## src/rtl/z_frame_pkg.sv

```systemverilog
// Shared types and defaults for the z-stream frame receiver.
// Holds the FSM state encoding, default frame geometry and the parity helper.
package z_frame_pkg;

  typedef enum logic [1:0] {
    HUNT   = 2'd0,
    DATA   = 2'd1,
    PARITY = 2'd2
  } state_t;

  localparam int         DEF_DATA_W = 8;
  localparam int         DEF_SYNC_W = 4;
  localparam logic [3:0] DEF_SYNC   = 4'b1110;
  localparam int         DEF_CNT_W  = 8;
  localparam int         PAR_MAX_W  = 64;

  // Even parity: data bits plus parity bit must XOR to zero.
  function automatic logic even_par_ok(input logic [PAR_MAX_W-1:0] word, input logic p);
    return ~(^word ^ p);
  endfunction

endpackage

```

## src/rtl/z_frame_if.sv

```systemverilog
// Valid/ready word stream leaving the frame receiver.
// The master drives data/valid and holds them while ready is low.
interface z_frame_if
  import z_frame_pkg::*;
#(
  parameter int DATA_W = DEF_DATA_W
) ();

  logic [DATA_W-1:0] out_data;
  logic              out_valid;
  logic              out_ready;

  modport master (output out_data, output out_valid, input out_ready);
  modport slave  (input out_data, input out_valid, output out_ready);

endinterface

```

## src/rtl/z_frame_fifo2.sv

```systemverilog
// Two-entry in-order FIFO; slot 0 is always the head, so pop_dat is a flop output.
// Push and pop may coincide at any occupancy; unused slots are held at zero.
module z_frame_fifo2 #(
  parameter int W = 8
) (
  input  logic         clk,
  input  logic         reset,
  input  logic         push,
  input  logic [W-1:0] push_dat,
  input  logic         pop,
  output logic [W-1:0] pop_dat,
  output logic         full,
  output logic         empty
);

  logic [1:0]   cnt_q, cnt_d;
  logic [W-1:0] slot0_q, slot0_d;
  logic [W-1:0] slot1_q, slot1_d;

  always_comb begin
    cnt_d   = cnt_q;
    slot0_d = slot0_q;
    slot1_d = slot1_q;
    unique case ({push, pop})
      2'b10: begin
        if (cnt_q == 2'd0) begin
          slot0_d = push_dat;
          cnt_d   = 2'd1;
        end else if (cnt_q == 2'd1) begin
          slot1_d = push_dat;
          cnt_d   = 2'd2;
        end
      end
      2'b01: begin
        if (cnt_q != 2'd0) begin
          slot0_d = slot1_q;
          slot1_d = '0;
          cnt_d   = cnt_q - 2'd1;
        end
      end
      2'b11: begin
        // Occupancy is unchanged; the new word lands behind whatever survives the pop.
        if (cnt_q == 2'd2) begin
          slot0_d = slot1_q;
          slot1_d = push_dat;
        end else begin
          slot0_d = push_dat;
          cnt_d   = 2'd1;
        end
      end
      default: ;
    endcase
  end

  always_ff @(posedge clk) begin
    if (reset) begin
      cnt_q   <= 2'd0;
      slot0_q <= '0;
      slot1_q <= '0;
    end else begin
      cnt_q   <= cnt_d;
      slot0_q <= slot0_d;
      slot1_q <= slot1_d;
    end
  end

  assign pop_dat = slot0_q;
  assign full    = (cnt_q == 2'd2);
  assign empty   = (cnt_q == 2'd0);

endmodule

```

## src/rtl/z_frame_rx.sv

```systemverilog
// Hunts z for SYNC, deserializes DATA_W bits MSB-first plus even parity, buffers good words.
// Word appears two edges after the parity sample's cycle starts; a full buffer drops and counts.
module z_frame_rx
  import z_frame_pkg::*;
#(
  parameter int                DATA_W = DEF_DATA_W,
  parameter int                SYNC_W = DEF_SYNC_W,
  parameter logic [SYNC_W-1:0] SYNC   = DEF_SYNC,
  parameter int                CNT_W  = DEF_CNT_W
) (
  input  logic             clk,
  input  logic             reset,
  input  logic             z,
  z_frame_if.master        out_if,
  output logic             busy,
  output logic [CNT_W-1:0] parity_err_cnt,
  output logic [CNT_W-1:0] overflow_cnt
);

  localparam int BC_W = $clog2(DATA_W + 1);
  localparam logic [CNT_W-1:0] CNT_MAX = {CNT_W{1'b1}};

  state_t            state_q, state_d;
  logic [SYNC_W-1:0] hist_q, hist_d;
  logic [BC_W-1:0]   bit_cnt_q, bit_cnt_d;
  logic [DATA_W-1:0] shreg_q, shreg_d;
  logic              done_q, done_d;
  logic              par_q, par_d;
  logic [DATA_W-1:0] word_q, word_d;
  logic [CNT_W-1:0]  perr_q, perr_d;
  logic [CNT_W-1:0]  ovf_q, ovf_d;

  logic [SYNC_W-1:0] hist_shift;
  logic              good;
  logic              push;
  logic              pop;
  logic              fifo_full;
  logic              fifo_empty;
  logic [DATA_W-1:0] fifo_dat;

  assign hist_shift = {hist_q[SYNC_W-2:0], z};
  assign pop        = !fifo_empty && out_if.out_ready;
  assign good       = done_q && even_par_ok(PAR_MAX_W'(word_q), par_q);
  assign push       = good && (!fifo_full || pop);

  always_comb begin
    state_d   = state_q;
    hist_d    = hist_q;
    bit_cnt_d = bit_cnt_q;
    shreg_d   = shreg_q;
    done_d    = 1'b0;
    par_d     = par_q;
    word_d    = word_q;
    perr_d    = perr_q;
    ovf_d     = ovf_q;

    unique case (state_q)
      HUNT: begin
        hist_d = hist_shift;
        if (hist_shift == SYNC) begin
          state_d   = DATA;
          bit_cnt_d = '0;
          shreg_d   = '0;
        end
      end
      DATA: begin
        shreg_d   = {shreg_q[DATA_W-2:0], z};
        bit_cnt_d = bit_cnt_q + BC_W'(1);
        if (bit_cnt_q == BC_W'(DATA_W - 1)) state_d = PARITY;
      end
      PARITY: begin
        // Frame verdict is registered and acted on next cycle, keeping z off every output path.
        done_d  = 1'b1;
        word_d  = shreg_q;
        par_d   = z;
        hist_d  = '0;
        state_d = HUNT;
      end
      default: state_d = HUNT;
    endcase

    if (done_q && !good && perr_q != CNT_MAX) perr_d = perr_q + CNT_W'(1);
    if (good && !push && ovf_q != CNT_MAX)    ovf_d  = ovf_q + CNT_W'(1);
  end

  always_ff @(posedge clk) begin
    if (reset) begin
      state_q   <= HUNT;
      hist_q    <= '0;
      bit_cnt_q <= '0;
      shreg_q   <= '0;
      done_q    <= 1'b0;
      par_q     <= 1'b0;
      word_q    <= '0;
      perr_q    <= '0;
      ovf_q     <= '0;
    end else begin
      state_q   <= state_d;
      hist_q    <= hist_d;
      bit_cnt_q <= bit_cnt_d;
      shreg_q   <= shreg_d;
      done_q    <= done_d;
      par_q     <= par_d;
      word_q    <= word_d;
      perr_q    <= perr_d;
      ovf_q     <= ovf_d;
    end
  end

  z_frame_fifo2 #(.W(DATA_W)) u_fifo (
    .clk      (clk),
    .reset    (reset),
    .push     (push),
    .push_dat (word_q),
    .pop      (pop),
    .pop_dat  (fifo_dat),
    .full     (fifo_full),
    .empty    (fifo_empty)
  );

  assign out_if.out_data  = fifo_dat;
  assign out_if.out_valid = !fifo_empty;
  assign busy             = (state_q != HUNT);
  assign parity_err_cnt   = perr_q;
  assign overflow_cnt     = ovf_q;

endmodule

```

## src/flat_wrapper.sv

```systemverilog
// flat-port wrapper written by rule: the top's interface ports become plain ports
module z_frame_rx_flat import z_frame_pkg::*;
#(
  parameter int                DATA_W = DEF_DATA_W,
  parameter int                SYNC_W = DEF_SYNC_W,
  parameter logic [SYNC_W-1:0] SYNC   = DEF_SYNC,
  parameter int                CNT_W  = DEF_CNT_W
)
  (clk, reset, z, busy, parity_err_cnt, overflow_cnt, out_if_out_data, out_if_out_valid, out_if_out_ready);
  z_frame_if #(.DATA_W(DATA_W)) out_if_i ();
  input  logic clk;
  input  logic reset;
  input  logic z;
  output logic busy;
  output logic [CNT_W-1:0] parity_err_cnt;
  output logic [CNT_W-1:0] overflow_cnt;
  output wire logic [$bits(out_if_i.out_data)-1:0] out_if_out_data;
  output wire logic [$bits(out_if_i.out_valid)-1:0] out_if_out_valid;
  input wire logic [$bits(out_if_i.out_ready)-1:0] out_if_out_ready;
  assign out_if_out_data = out_if_i.out_data;
  assign out_if_out_valid = out_if_i.out_valid;
  assign out_if_i.out_ready = out_if_out_ready;
  z_frame_rx #(.DATA_W(DATA_W), .SYNC_W(SYNC_W), .SYNC(SYNC), .CNT_W(CNT_W)) u_core (.clk(clk), .reset(reset), .z(z), .out_if(out_if_i), .busy(busy), .parity_err_cnt(parity_err_cnt), .overflow_cnt(overflow_cnt));
endmodule
```

## config.mk

```make
export PLATFORM = sky130hd
export DESIGN_NAME = z_frame_rx_flat
export DESIGN_NICKNAME = d
export VERILOG_FILES = /design/src/rtl/z_frame_pkg.sv /design/src/rtl/z_frame_if.sv /design/src/rtl/z_frame_fifo2.sv /design/src/rtl/z_frame_rx.sv /design/src/flat_wrapper.sv
export SDC_FILE = /design/constraint.sdc
export NUM_CORES = 1
export LEC_CHECK = 0
export ABC_AREA = 1
export CAP_MARGIN = 20
export CORE_MARGIN = 2
export CORE_UTILIZATION = 35
export DETAILED_ROUTE_END_ITERATION = 10
export GPL_ROUTABILITY_DRIVEN = 0
export HOLD_SLACK_MARGIN = 0.12
export SLEW_MARGIN = 20
export SYNTH_ARGS = -nofsm -noshare
export SYNTH_HDL_FRONTEND = slang
export SYNTH_SLANG_ARGS = --single-unit
```

## constraint.sdc

```tcl
create_clock -name clk -period 2 [get_ports clk]
set_input_delay 0.4 -clock clk [delete_from_list [all_inputs] [get_ports clk]]
set_output_delay 0.4 -clock clk [all_outputs]
set_load 0.01 [all_outputs]
```

### After elaboration in Yosys (flattened, before gate mapping)

Cells that the tools add are included.

* bitwise gates (word level): 2
* add/subtract/negate cells: 4
* equal/unequal tests: 20
* mux-type cells: 23
* reduce and logical (&&, ||, !) cells: 25

Operator list (count)
* $mux W8: 8
* $reduce_xor A64 Y1: 1
* $pmux W8 S3: 2
* $add A8 B1 Y8 const B: 2
* $ne A8 B8 Y1 const B: 2
* $pmux W8 S2: 1
* $mux W2: 6
* $eq A2 B2 Y1 const B: 4
* $ne A2 B1 Y1 const B: 4
* $ne A2 B2 Y1 const B: 4
* $pmux W4 S2: 1
* $reduce_bool A2 Y1: 4
* $logic_and A1 B1 Y1: 7
* $eq A2 B1 Y1 const B: 3
* $pmux W2 S3: 1
* $pmux W3 S2: 1
* $reduce_and A5 Y1: 1
* $add A4 B1 Y4 const B: 1
* $eq A4 B3 Y1 const B: 1
* $eq A4 B4 Y1 const B: 1
* $logic_not A1 Y1: 4
* $logic_not A2 Y1: 2
* $mux W4: 1
* $pmux W2 S2: 1
* other kinds (10): 11

* bits of input ports: 4
* register bits: 61
* word-level logic and storage cells: 86
* output and inout bits: 26

### Longest topological paths before layout

* depth in word-level cells: 8
* mapped depth: 15
* depth with buffers taken out: 14

### Hierarchy

Synthesis repeated with hierarchy kept, for this count alone.

* cell total of the unflattened synthesis: 467
* area total of the unflattened synthesis: 3134.3 um^2

By module, submodules not included
* z_frame_rx: cells each 301, area each 2070.7 um^2, instances 1, sequential area each 860.8 um^2
* z_frame_fifo2: cells each 166, area each 1063.5 um^2, instances 1, sequential area each 360.3 um^2

### Worst setup path after synthesis

OpenSTA, ideal clock, no wires.

* path kind: reg-to-reg
* start: register u_core.u_fifo.cnt_q[0]
* end: register u_core.u_fifo.slot0_q[5] (netlist: u_core.u_fifo.pop_dat[5])
* arrival time: 1653 ps
* stages on the path, launching flop included: 10
* library setup time: 64 ps
* data required time: 1936 ps
* setup slack: 283 ps
* period minus slack after synthesis: 1717 ps
* path buffers: 2
* path through: dfxtp_1 -> inv_1 -> ha_1 -> nor2_1 -> clkbuf_1 -> clkbuf_1 -> nand4_1 -> nand3_1 -> nor2_1 -> nor2_1

* cells in the longest elaborated chain, start to end: 8
* elaborated cells between the ends (all ways): 17
* those cells by class: 6 x eq/ne; 2 x mux; 9 x reduce/logical

RTL lines
* start: declaration: RTL line z_frame_fifo2.sv:16 `logic [1:0] cnt_q, cnt_d;`
* start signal: assignment: RTL line z_frame_fifo2.sv:61 `cnt_q <= cnt_d;`
* $logic_not A2 Y1: RTL line z_frame_fifo2.sv:26, z_frame_fifo2.sv:69
* $logic_not A1 Y1: RTL line z_frame_rx.sv:42 `assign pop = !fifo_empty && out_if.out_ready;`
* $logic_and A1 B1 Y1: RTL line z_frame_rx.sv:42
* $logic_or A1 B1 Y1: RTL line z_frame_rx.sv:44 `assign push = good && (!fifo_full || pop);`
* $logic_and A1 B1 Y1: RTL line z_frame_rx.sv:44
* $eq A2 B2 Y1 / $eq A2 B1 Y1 (equally long branches): RTL line z_frame_fifo2.sv:24 `unique case ({push, pop})`
* $ne A2 B1 Y1 (no line), or another cell as far along
* $reduce_and A3 Y1 (no line)
* end signal: assignment: RTL line z_frame_fifo2.sv:62 `slot0_q <= slot0_d;`
* end: declaration: RTL line z_frame_fifo2.sv:17 `logic [W-1:0] slot0_q, slot0_d;`

Several ways; a longest one is shown, not always the timed one.
A chain may end at the register's enable or synchronous reset.

### Worst setup path in the final report

* start: register u_core.state_q[0]
* end: output busy

* cells in the longest elaborated chain, start to end: 1

RTL lines
* start: declaration: RTL line z_frame_rx.sv:23 `state_t state_q, state_d;`
* start signal: assignment: RTL line z_frame_rx.sv:98 `state_q <= state_d;`
* $reduce_bool A2 Y1: RTL line z_frame_rx.sv:123 `assign busy = (state_q != HUNT);`
* end: declaration: RTL line flat_wrapper.sv:14 `output logic busy;`

No other way between the ends.

==> key figures <==
Power and ir drop
  • Power Density: 647.1 nW/um^2
  • Psw: 531.3 uW
  • Logic pwr share: 2.0%
  • Tot Pwr: 2.538 mW
  • Switching fraction of total power: 20.93%
  • Max VDD drop: 0.4275 mV
  • Reg power frac: 48.0%
  • Pint: 2.007 mW
  • Lkg Pwr: 1.541 nW
  • Clock share of power: 50.0%

Synth
  • FFs w/ async S/R, synth: 0%
  • Syn_nets: 481
  • Cells after synthesis: 471
  • Post-synthesis mux area share: 0%
  • Mapped Area: 3213 sq um
  • Flops & latches, synth: 61
  • Mean Syn Cell Area: 6.822 sq um
  • Xor and xnor area share after synthesis: 2.453%
  • Synth unique cells: 28
  • Synth Area in Adders: 2.336%
  • Sequential share of the synthesized area: 38.01%
  • Main synth FF type: dfxtp_1
  • YS warnings: 0
  • Compound-Gate Fraction of Synth Area: 9.657%
  • Simple-Gate Fraction of Synth Area: 40.89%
  • Largest family of logic cells by synthesized area: simple AND/OR/NAND/NOR gates
  • Post-synth EDFFs: 0

Timing
  • RSZ-0062 raised after global routing: no
  • Total Neg Setup Slack: 0 ns
  • Minimum clock period: 1.845 ns
  • Fmax: 542.0 MHz
  • Worst setup margin: 0.1549 ns
  • Max-slew violations: 0
  • Final setup vio count: 0
  • Least-Margin Pin Slew: 0.5454 ns
  • Endpoints failing hold: 0
  • Clock skew: 0.009879 ns
  • Final period utilization: 92.25%
  • Slew headroom: 63.55%
  • WHS: 0.4648 ns

Layout
  • Share of layout cells above drive strength 1: 13.19%
  • Reg area: 1224 sq um
  • Diodes inserted: 0
  • Layout area overhead: 22.08%
  • Final #Nets: 513
  • Multi-input combinational cell area: 1803 sq um
  • Fillers: 903
  • Post-layout util: 44.54%
  • Design area: 3923 sq um
  • Fin cells: 616

GRT
  • Vias in the first global route: 2,838
  • First-pass GRT wire length: 13,020 um
  • Gr ovfl total: 0
  • Largest net degree at the start of global routing: 35
  • Initial antenna violation count: 0
  • Tot GR Track Use: 15.97%

Setup path
  • CP top delay family: buffers and inverters
  • Worst path max stage delay: 0.53 ns
  • Crit-path cells: nor2_2 -> inv_1 -> clkdlybuf4s50_1
  • Crit path launch type: flop
  • Worst Setup End Kind: primary output
  • CP max-delay cell: clkdlybuf4s50_1
  • WP data required: 1.60 ns
  • CP max FO: 5
  • Setup CP Type: flop to primary output
  • CP Data Arrival Time: 1.45 ns
  • WP buf/inv: 2

Detailed routing
  • Total wire length: 7380 um
  • Antenna Nets Post-Route: 0
  • DRT iter0 DRCs: 159
  • Drt pass-1 iters: 5
  • Drt drc: 0
  • Via count: 3,032
  • Routed vias/inst: 4.922
  • Average wire per standard cell: 11.98 um

Die
  • Num rows: 34
  • Ports: 30
  • Initial Utilization: 36.49%
  • Die height: 99.82 um
  • Die ar.: 9963 sq um
  • Die W: 99.82 um
  • Core Footprint: 8806 sq um

Placed design
  • Post-DP HPWL: 5182 um
  • # port buffers: 29
  • Dpl cell area: 3660 sq um
  • Dpl cells: 600
  • Pre-CTS setup slack: 0.04963 ns

Clock network
  • CTS max path bufs: 2
  • Total CTS buffers: 9
  • H-tree depth: 3
  • Root Buffer Master: clkbuf_8
  • # Post-CTS Setup Buffers: 0
  • CTS tree: done
  • Worst-Skew Late Latency: 0.34 ns
  • Clock sinks: 61
  • Clock Pin Slew Worst Setup and Hold Paths: 0.07 ns

Hold path
  • Min-delay worst type: flop to flop

Run
  • Max Cap Viol: 0

Status
  • Run status: finished, final reports clean
-- state kept, by name, indices dropped and copies added, names as in the netlist, 3 cells and up --
name / cells
u_core.overflow_cnt: 8
u_core.parity_err_cnt: 8
u_core.shreg_q: 8
u_core.u_fifo.pop_dat: 8
u_core.u_fifo.slot1_q: 8
u_core.word_q: 8
u_core.bit_cnt_q: 4
u_core.hist_q: 3
-- cells in the final DEF, fill, tap and decap left out, types with 4 or more instances in the layout --
| master | netlist | layout |
|---|---|---|
| a21oi_1 | 39 | 39 |
| buf_4 | 1 | 9 |
| clkbuf_8 | 0 | 11 |
| clkdlybuf4s50_1 | 0 | 28 |
| dfxtp_1 | 61 | 59 |
| ha_1 | 6 | 5 |
| inv_1 | 24 | 24 |
| inv_2 | 9 | 8 |
| nand2_1 | 135 | 135 |
| nand2_2 | 11 | 11 |
| nand3_1 | 48 | 47 |
| nand3_2 | 4 | 4 |
| nand3b_1 | 8 | 8 |
| nand4_1 | 10 | 10 |
| nand4_2 | 4 | 4 |
| nor2_1 | 50 | 48 |
| nor3_1 | 4 | 4 |
| o21ai_0 | 22 | 21 |
| xor2_1 | 7 | 7 |
-- kinds of logic after synthesis --
family          count (synthesis)
compound gates                 62
xor+xnor                        9
fa+ha+maj                       6
buf+inv                        53
flops                          61
simple gates                  280
-- worst min-delay path: stages (launching register included) --
cell,delay (ns)
dfxtp_1,0.31
nand2_1,0.06
a21oi_1,0.05
-- power groups by stage --
stage	clock [mW]	sequential, mW	combinational, mW
global placement	0	1.25	0.0493
CTS	1.31	1.22	0.0500
finish	1.27	1.22	0.0496
detailed placement	0	1.25	0.0499
global route	1.37	1.22	0.0563
floorplan	0	1.25	0.0281
-- synth_stat cells, drive strengths merged, types with 2 or more instances --
master,number,area (sq um)
nand4,14,112.6
buf,5,33.78
ha,6,75.07
nor2,51,207.7
nand2,147,595.6
xor2,7,61.31
or2,2,12.51
dfxtp,61,1221
o21ai,23,115.1
nand3b,8,60.06
nand3,53,297.8
nor3,4,20.02
clkbuf,14,52.55
inv,33,123.9
a21oi,39,195.2
xnor2,2,17.52
-- per-layer routing --
layer	part of all wire [%]	track usage (%)	vias up
met5	0	0	-
met4	0.68	6.006	0
met3	3.9	3.691	5
met2	46	25.62	59
met1	49	20.98	1363
li1	-	-	1605
-- worst paths after layout --
path	start	to	slack (ns)	depth (start not counted)
worst max-delay path	u_core.state_q[0]	busy	0.15	3
worst min-delay path	u_core.shreg_q[7]	u_core.shreg_q[7]	0.46	2
worst max register to register	u_core.word_q[1]	u_core.parity_err_cnt[0]	0.22	13
worst min register to register	u_core.shreg_q[7]	u_core.shreg_q[7]	0.46	2
-- layout make-up --
type | count | share of cell area (%)
clock buffer | 11 | 3.860
clock inverter | 5 | 2.105
inverter | 34 | 3.317
multi-input combinational | 357 | 45.96
sequential | 61 | 31.20
tap | 108 | 3.445
timing repair buffer | 40 | 10.11
-- what timing repair did --
item / 4_1_cts / 5_1_grt
hold buffers: 0 / 0
hold endpoints to repair: 0 / 0
setup endpoints to repair: 1 / 23
gates resized for setup: 2 / 9
(Power assumes the default switching activity.)
